==> config.mk <==
export PLATFORM = sky130hd
export DESIGN_NAME = pc_unit_flat
export DESIGN_NICKNAME = d
export VERILOG_FILES = /design/src/rtl/pc_unit_if.sv /design/src/rtl/pc_unit.sv /design/src/flat_wrapper.sv
export SDC_FILE = /design/constraint.sdc
export NUM_CORES = 1
export LEC_CHECK = 0
export ABC_AREA = 1
export BUFFER_PORTS_ARGS = -buffer_cell sky130_fd_sc_hd__buf_4
export CAP_MARGIN = 10
export CELL_PAD_IN_SITES_DETAIL_PLACEMENT = 1
export CELL_PAD_IN_SITES_GLOBAL_PLACEMENT = 2
export CORE_MARGIN = 8
export CORE_UTILIZATION = 25
export DETAILED_ROUTE_END_ITERATION = 6
export GPL_TIMING_DRIVEN = 0
export MAX_ROUTING_LAYER = met4
export PLACE_DENSITY_LB_ADDON = 0.12
export SKIP_LAST_GASP = 1
export SLEW_MARGIN = 15
export SYNTH_ARGS = -nofsm -noshare
export SYNTH_HDL_FRONTEND = slang
export SYNTH_SLANG_ARGS = --single-unit
==> constraint.sdc <==
create_clock -name clk -period 1.95 [get_ports clk]
set_input_delay 0.0975 -clock clk [delete_from_list [all_inputs] [get_ports clk]]
set_output_delay 0.0975 -clock clk [all_outputs]
set_load 0.01 [all_outputs]
==> src/rtl/pc_unit_if.sv <==
// Control and status bundle between the fetch stage and the program-counter unit.
// The pipeline side drives the next-PC controls (master); pc_unit consumes them (slave).
interface pc_unit_if #(
    parameter int unsigned XLEN  = 32,
    parameter int unsigned CNT_W = 32
);
    // Next-PC controls
    logic             stall_i;
    logic             redirect_i;
    logic [XLEN-1:0]  redirect_tgt_i;
    logic             half_step_i;
    logic             trap_i;
    logic [XLEN-1:0]  trap_vec_i;

    // PC unit status
    logic [XLEN-1:0]  pc_o;
    logic [XLEN-1:0]  pc_plus_o;
    logic             misalign_o;
    logic [XLEN-1:0]  badaddr_o;
    logic [CNT_W-1:0] fetch_cnt_o;

    modport master (
        output stall_i,
        output redirect_i,
        output redirect_tgt_i,
        output half_step_i,
        output trap_i,
        output trap_vec_i,
        input  pc_o,
        input  pc_plus_o,
        input  misalign_o,
        input  badaddr_o,
        input  fetch_cnt_o
    );

    modport slave (
        input  stall_i,
        input  redirect_i,
        input  redirect_tgt_i,
        input  half_step_i,
        input  trap_i,
        input  trap_vec_i,
        output pc_o,
        output pc_plus_o,
        output misalign_o,
        output badaddr_o,
        output fetch_cnt_o
    );
endinterface

==> src/rtl/pc_unit.sv <==
// Program-counter unit: PC register with sequential / redirect / trap next-PC selection,
// stall, misaligned-redirect fault capture and a fetch counter.
// pc_plus_o is the only combinational output; everything else is registered.
module pc_unit #(
    parameter int unsigned     XLEN         = 32,
    parameter logic [XLEN-1:0] RESET_VECTOR = '0,
    parameter bit              COMPRESSED   = 1'b0,
    parameter int unsigned     CNT_W        = 32
) (
    input  logic         clk,
    input  logic         reset,
    pc_unit_if.slave     bus
);

    typedef enum logic [0:0] {
        StRun,
        StFault
    } state_e;

    state_e           state_q, state_d;
    logic [XLEN-1:0]  pc_q, pc_d;
    logic [XLEN-1:0]  badaddr_q, badaddr_d;
    logic [CNT_W-1:0] cnt_q, cnt_d;

    logic [XLEN-1:0]  step;
    logic [XLEN-1:0]  pc_plus;
    logic             tgt_misaligned;

    // Sequential increment and redirect alignment check
    always_comb begin
        step = XLEN'(4);
        if (COMPRESSED && bus.half_step_i) begin
            step = XLEN'(2);
        end
        // Wraps modulo 2^XLEN; no carry is reported
        pc_plus = pc_q + step;
        if (COMPRESSED) begin
            tgt_misaligned = bus.redirect_tgt_i[0];
        end else begin
            tgt_misaligned = |bus.redirect_tgt_i[1:0];
        end
    end

    // Next-state / next-PC selection; trap outranks redirect, which outranks stall
    always_comb begin
        state_d   = state_q;
        pc_d      = pc_q;
        badaddr_d = badaddr_q;
        cnt_d     = cnt_q;

        unique case (state_q)
            StRun: begin
                if (bus.trap_i) begin
                    pc_d  = bus.trap_vec_i;
                    cnt_d = cnt_q + CNT_W'(1);
                end else if (bus.redirect_i) begin
                    if (tgt_misaligned) begin
                        // Hold PC and counter, remember the offending target
                        badaddr_d = bus.redirect_tgt_i;
                        state_d   = StFault;
                    end else begin
                        pc_d  = bus.redirect_tgt_i;
                        cnt_d = cnt_q + CNT_W'(1);
                    end
                end else if (!bus.stall_i) begin
                    pc_d  = pc_plus;
                    cnt_d = cnt_q + CNT_W'(1);
                end
            end
            StFault: begin
                // Only a trap leaves the fault; redirect and stall are ignored here
                if (bus.trap_i) begin
                    pc_d    = bus.trap_vec_i;
                    cnt_d   = cnt_q + CNT_W'(1);
                    state_d = StRun;
                end
            end
            default: begin
                state_d = StRun;
            end
        endcase
    end

    // State registers with synchronous reset
    always_ff @(posedge clk) begin
        if (reset) begin
            state_q   <= StRun;
            pc_q      <= RESET_VECTOR;
            badaddr_q <= '0;
            cnt_q     <= '0;
        end else begin
            state_q   <= state_d;
            pc_q      <= pc_d;
            badaddr_q <= badaddr_d;
            cnt_q     <= cnt_d;
        end
    end

    // Output mapping
    always_comb begin
        bus.pc_o        = pc_q;
        bus.pc_plus_o   = pc_plus;
        bus.misalign_o  = (state_q == StFault);
        bus.badaddr_o   = badaddr_q;
        bus.fetch_cnt_o = cnt_q;
    end

endmodule

==> src/flat_wrapper.sv <==
// flat-port wrapper written by rule: the top's interface ports become plain ports
module pc_unit_flat 
#(
    parameter int unsigned     XLEN         = 32,
    parameter logic [XLEN-1:0] RESET_VECTOR = '0,
    parameter bit              COMPRESSED   = 1'b0,
    parameter int unsigned     CNT_W        = 32
)
  (clk, reset, bus_stall_i, bus_redirect_i, bus_redirect_tgt_i, bus_half_step_i, bus_trap_i, bus_trap_vec_i, bus_pc_o, bus_pc_plus_o, bus_misalign_o, bus_badaddr_o, bus_fetch_cnt_o);
  pc_unit_if #(.XLEN(XLEN), .CNT_W(CNT_W)) bus_i ();
  input  logic clk;
  input  logic reset;
  input wire logic [$bits(bus_i.stall_i)-1:0] bus_stall_i;
  input wire logic [$bits(bus_i.redirect_i)-1:0] bus_redirect_i;
  input wire logic [$bits(bus_i.redirect_tgt_i)-1:0] bus_redirect_tgt_i;
  input wire logic [$bits(bus_i.half_step_i)-1:0] bus_half_step_i;
  input wire logic [$bits(bus_i.trap_i)-1:0] bus_trap_i;
  input wire logic [$bits(bus_i.trap_vec_i)-1:0] bus_trap_vec_i;
  output wire logic [$bits(bus_i.pc_o)-1:0] bus_pc_o;
  output wire logic [$bits(bus_i.pc_plus_o)-1:0] bus_pc_plus_o;
  output wire logic [$bits(bus_i.misalign_o)-1:0] bus_misalign_o;
  output wire logic [$bits(bus_i.badaddr_o)-1:0] bus_badaddr_o;
  output wire logic [$bits(bus_i.fetch_cnt_o)-1:0] bus_fetch_cnt_o;
  assign bus_i.stall_i = bus_stall_i;
  assign bus_i.redirect_i = bus_redirect_i;
  assign bus_i.redirect_tgt_i = bus_redirect_tgt_i;
  assign bus_i.half_step_i = bus_half_step_i;
  assign bus_i.trap_i = bus_trap_i;
  assign bus_i.trap_vec_i = bus_trap_vec_i;
  assign bus_pc_o = bus_i.pc_o;
  assign bus_pc_plus_o = bus_i.pc_plus_o;
  assign bus_misalign_o = bus_i.misalign_o;
  assign bus_badaddr_o = bus_i.badaddr_o;
  assign bus_fetch_cnt_o = bus_i.fetch_cnt_o;
  pc_unit #(.XLEN(XLEN), .RESET_VECTOR(RESET_VECTOR), .COMPRESSED(COMPRESSED), .CNT_W(CNT_W)) u_core (.clk(clk), .reset(reset), .bus(bus_i));
endmodule
## Word level (Yosys, flattened, before mapping)

Cells that the tools add are included.

- Bits in latches: 0
- Bits of input ports: 70
- Flip-flop bits (word level): 97
- Memories: 0
- RAM bits: 0
- ROM bits: 0

- Mux-type cells: 17
- Bitwise logic cells: 2
- Div/mod/pow operators: 0
- Shift operators: 0
- Order comparisons: 0
- Equality and inequality tests: 3
- $mul: 0
- Reductions and logical operators: 3
- Add/subtract/negate cells: 2

Operators with widths:

| operator | number |
|---|---|
| two-way mux 32 bit | 10 |
| one-hot mux 32 bit (2 select lines) | 2 |
| adder 32 x 1 -> 32 bit, second input constant | 1 |
| adder 32 x 3 -> 32 bit, second input constant | 1 |
| != test 4 bit, second input constant | 2 |
| two-way mux 1 bit | 4 |
| AND reduction 4 bit | 1 |
| AND reduction 3 bit | 1 |
| != test 2 bit, second input constant | 1 |
| inverter 1 bit | 2 |
| one-hot mux 1 bit (2 select lines) | 1 |
| OR reduction 2 bit | 1 |

## Depth between registers and ports, before layout

- Word-level depth: 5
- Gate-level depth with buffers: 11

## Least setup slack after synthesis

OpenSTA, ideal clock, no wires.

- Path kind: flip-flop to flip-flop
- From: register u_core.pc_q[3] (netlist: u_core.bus.pc_o[3])
- To: register u_core.pc_q[14] (netlist: u_core.bus.pc_o[14])
- Period minus slack after synthesis: 1.591 ns
- Buffers on the path: 0
- Slack: 0.359 ns
- Stages on the path, launching flop included: 9
- Arrival time: 1.469 ns
- Cell sequence: dfxtp_1 -> ha_1 -> nand2_1 -> nor2_4 -> nand2_1 -> o21ai_0 -> nand2_1 -> o21ai_0 -> a21oi_1

- Longest elaborated chain between the ends: 5

RTL lines:

| item | line | source |
|---|---|---|
| from (decl) | pc_unit.sv:21 | `logic [XLEN-1:0] pc_q, pc_d;` |
| from (signal assigned) | pc_unit.sv:93 | `pc_q <= pc_d;` |
| adder 32 x 3 -> 32 bit | pc_unit.sv:36 | `pc_plus = pc_q + step;` |
| via bus_pc_plus_o[14] | flat_wrapper.sv:20 | `output wire logic [$bits(bus_i.pc_plus_o)-1:0] bus_pc_plus_o;` |
| two-way mux 32 bit | pc_unit.sv:65 | `end else if (!bus.stall_i) begin` |
| two-way mux 32 bit | pc_unit.sv:56 | `end else if (bus.redirect_i) begin` |
| two-way mux 32 bit | pc_unit.sv:53 | `if (bus.trap_i) begin` |
| one-hot mux 32 bit (2 select lines) | pc_unit.sv:51 | `unique case (state_q)` |

The timed path passes the listed nets, and every way through them passes these cells. The select of a mux whose other input is x is not followed.
A chain may end at the register's enable or synchronous reset.

## Worst setup path after layout

- From: register u_core.pc_q[2] (netlist: u_core.bus.pc_o[2])
- To: output bus_pc_plus_o[26]

- Longest elaborated chain between the ends: 1

RTL lines:

| item | line |
|---|---|
| adder 32 x 3 -> 32 bit | pc_unit.sv:36 |
| to (decl) | flat_wrapper.sv:20 |

Every way passes these cells.

==> results.json <==
{
  "number_of_buffers_created_by_cts": 9,
  "timing.final.crit_period_ns": 1.932,
  "floorplan.initialDensity_pct": 25.54,
  "critPathKind": "reg -> out",
  "grt_max_degree": 19,
  "grt_setup_unrepaired": "true",
  "number_of_distinct_library_cells_after_synthesis": 34,
  "critical_path_data_arrival_time_ns": 1.83,
  "grtUsageTotal_pct": 19.28,
  "whs_ns": 0.01701,
  "critical_path.top_delay_family": "simple AND/OR/NAND/NOR gates",
  "synth_edf_count": 0,
  "maxClockFrequency_mhz": 517.5,
  "synthesis.instances": 920,
  "grt_pass1_vias": 6765,
  "power.net_switching_uw": 1804,
  "crit_top_cell": "sky130_fd_sc_hd__nand2_2",
  "gp_congestion": 0.7948,
  "place_hpwl_um": 20600,
  "antenna_cells": 0,
  "p_sw_share_pct": 33.66,
  "dr.pass1.iters": 4,
  "end_kind": "output port",
  "p_seq_share_pct": 42.2,
  "internal_power_uw": 3557,
  "num_io_pins": 199,
  "synth_warnings": 0,
  "wp_data_required_ns": 1.85,
  "outcome": "complete, no violations",
  "cts_root_buffer": "sky130_fd_sc_hd__clkbuf_16",
  "die_height_um": 165.6,
  "drt_antenna_net_count": 0,
  "worstPathBufferInverterCount": 1,
  "p_leak_uw": 0.003435,
  "design_power_total_uw": 5361,
  "clkPwrFrac_pct": 34.5,
  "area_delta_synth_final_pct": 45.40,
  "tritoncts": "done",
  "syn-cell-area_um2": 5592,
  "ff2ff_setup_slack_ns": 0.19,
  "power.ir.vdd_worst_mv": 0.3426,
  "synth-async-reset-ratio_pct": 0,
  "cts_buffer_depth": 2,
  "setup_viol_count_final": 0,
  "route.detailed.wl_per_inst_um": 18.15,
  "avgSynthCellArea_um2": 6.078,
  "crit_chain": "ha_4 > nand2_4 > nor2_4 > nand2_4 > nor2_4 > nand2_2 > nand2_2 > nand2_2 > buf_6",
  "routed_wirelength_um": 25900,
  "cts_sinks": 97,
  "timing.hold.worst.class": "in -> reg",
  "dr_total_vias": 6587,
  "initial_antenna_violation_count": 0,
  "power.density_nw_per_um2": 659.4,
  "vias_per_cell": 4.616,
  "max_slew.worst_pin.slew_ns": 0.7632,
  "slew-limit-headroom_pct": 49.12,
  "final_layout_size_suffix_gt1_share_pct": 27.81,
  "worst_setup_path_start_kind": "flip-flop",
  "crit_path_top_delay_cell": "sky130_fd_sc_hd__dfxtp_4",
  "slew_violations": 0,
  "hold_violations": 0,
  "grt_pass1_wl_um": 39420,
  "rows": 54,
  "clkLatencyLatePin_ns": 0.36,
  "fin_crit_sh_pct": 99.09,
  "io_port_bufs": 196,
  "htreeDepth": 3,
  "syn-num-nets": 992,
  "ys_seq_area_share_pct": 34.73,
  "finClkSkew_ns": 0.005799,
  "yosys-top-cells-area": "sky130_fd_sc_hd__dfxtp_1 (35%), sky130_fd_sc_hd__nand2_1 (16%), sky130_fd_sc_hd__nor2_1 (11%)",
  "power_frac_comb_pct": 23.4,
  "clk_transition_reported_paths_ns": 0.08,
  "worst-path-max-fanout": 6,
  "number_of_flip_flops_and_latches_in_the_synthesized_netlist": 97,
  "chipWidth_um": 165.6,
  "critical_path.max_stage_delay_ns": 0.38,
  "synth-main-ff-cell": "sky130_fd_sc_hd__dfxtp_1",
  "max_cap_violations": 0,
  "initialDrtViolationCount": 358,
  "post-synth-top-count-cell": "sky130_fd_sc_hd__nand2_1",
  "core_area_um2": 21890,
  "post_synth_most_frequent_cells": "sky130_fd_sc_hd__nand2_1 (237), sky130_fd_sc_hd__nor2_1 (166), sky130_fd_sc_hd__a21oi_1 (107)",
  "route.detailed.drc": 0,
  "portion_of_synthesized_cell_area_occupied_by_the_leading_cell_type_pct": 34.73,
  "globalRouteOverflowTotal": 0,
  "dieArea_um2": 27410,
  "post-synth-top-area-cell": "sky130_fd_sc_hd__dfxtp_1",
  "layout.nets": 1214
}
==> area by class of cell <==
cell class | count | area [um2]
buffer | 40 | 191.4
clock buffer | 9 | 225.2
clock inverter | 7 | 61.31
fill | 2872 | 13760
inverter | 89 | 334.1
multi-input combinational | 694 | 3378
sequential | 97 | 1973
tap | 280 | 350.3
timing repair buffer | 211 | 1617
==> placed cells by master, fill, tap and decap left out, drive strengths merged, types with 2 or more instances in the layout <==
master / Yosys / layout
nand3: 44 / 44
clkbuf: 26 / 35
a21oi: 107 / 107
clkinv: 0 / 3
buf: 14 / 218
nand3b: 7 / 7
nor2: 172 / 172
and2: 2 / 2
dlygate4sd3: 0 / 7
ha: 2 / 2
nor3: 5 / 5
inv: 89 / 92
xor2: 7 / 7
o21ai: 90 / 90
nor3b: 4 / 4
a31oi: 2 / 2
nand2: 238 / 238
xnor2: 7 / 7
dfxtp: 97 / 97
==> worst register-to-register path: cells and delay by family (launching register included) <==
family / cells / cell delay (ns)
flops: 1 / 0.43
buf+inv: 2 / 0.54
compound gates: 2 / 0.31
simple gates: 3 / 0.42
==> worst paths after layout <==
| path | from | end | cells past startpoint |
|---|---|---|---|
| min reg2reg | u_core.bus.badaddr_o[12]$_SDFFE_PP0P_ | u_core.bus.badaddr_o[12]$_SDFFE_PP0P_ | 2 |
| max reg2reg | u_core.bus.misalign_o$_SDFF_PP0_ | u_core.bus.pc_o[25]$_SDFFE_PP0P_ | 7 |
| max | u_core.bus.pc_o[2]$_SDFFE_PP0P_ | bus_pc_plus_o[26] | 9 |
| min | bus_trap_vec_i[18] | u_core.bus.pc_o[18]$_SDFFE_PP0P_ | 3 |
==> what timing repair did <==
item	in CTS	in global routing
setup endpoints to repair	32	37
buffers inserted	5	3
hold endpoints to repair	7	0
pin swaps	7	14
resized for setup	50	54
hold buffers	7	0
==> metal layers <==
metal / track usage, % / vias up / part of all wire [%]
li1: - / 3391 / -
met1: 27.08 / 3028 / 51
met2: 28.27 / 154 / 42
met3: 3.669 / 14 / 6.4
met4: 3.734 / 0 / 0.87
met5: - / - / 0
==> kinds of logic (layout without fill, tap and decap cells) <==
| family | Yosys count | after routing | share of synthesized area (%) |
|---|---|---|---|
| fa+ha+maj | 2 | 2 | 0.4475 |
| compound gates | 202 | 202 | 18.26 |
| simple gates | 476 | 476 | 35.00 |
| flops | 97 | 97 | 34.73 |
| xor+xnor | 14 | 14 | 2.193 |
| buf+inv | 129 | 356 | 9.376 |
==> stage by stage <==
step           worst slack, ns  cell area, um2  utilization (%)  instances  setup TNS (ns)
3_5_place_dp           -0.1443            7413            33.86       1396         -0.5038
6_report               0.01778            8130            37.14       1427               0
5_1_grt               -0.07338            8130            37.14       1427         -0.6057
3_3_place_gp           -0.1214            7413            33.86       1396         -0.2179
2_1_floorplan           0.3591            5592                -        920               0
4_1_cts               -0.05099            7946            36.30       1424         -0.1625
==> state kept, by name, summed over array words and instances, names as in the netlist <==
signal and flops:
u_core.bus.badaddr_o 32, u_core.bus.pc_o 32, u_core.bus.fetch_cnt_o 32, u_core.bus.misalign_o 1
==> power groups by stage <==
stage,Combinational (uW),Sequential (uW),Clock (uW)
floorplan,513,2310,0
global placement,1210,2290,0
detailed placement,1220,2290,0
CTS,1250,2250,1940
global route,1380,2280,1970
finish,1250,2260,1850
Note: power is estimated with default switching activity, not from simulation.
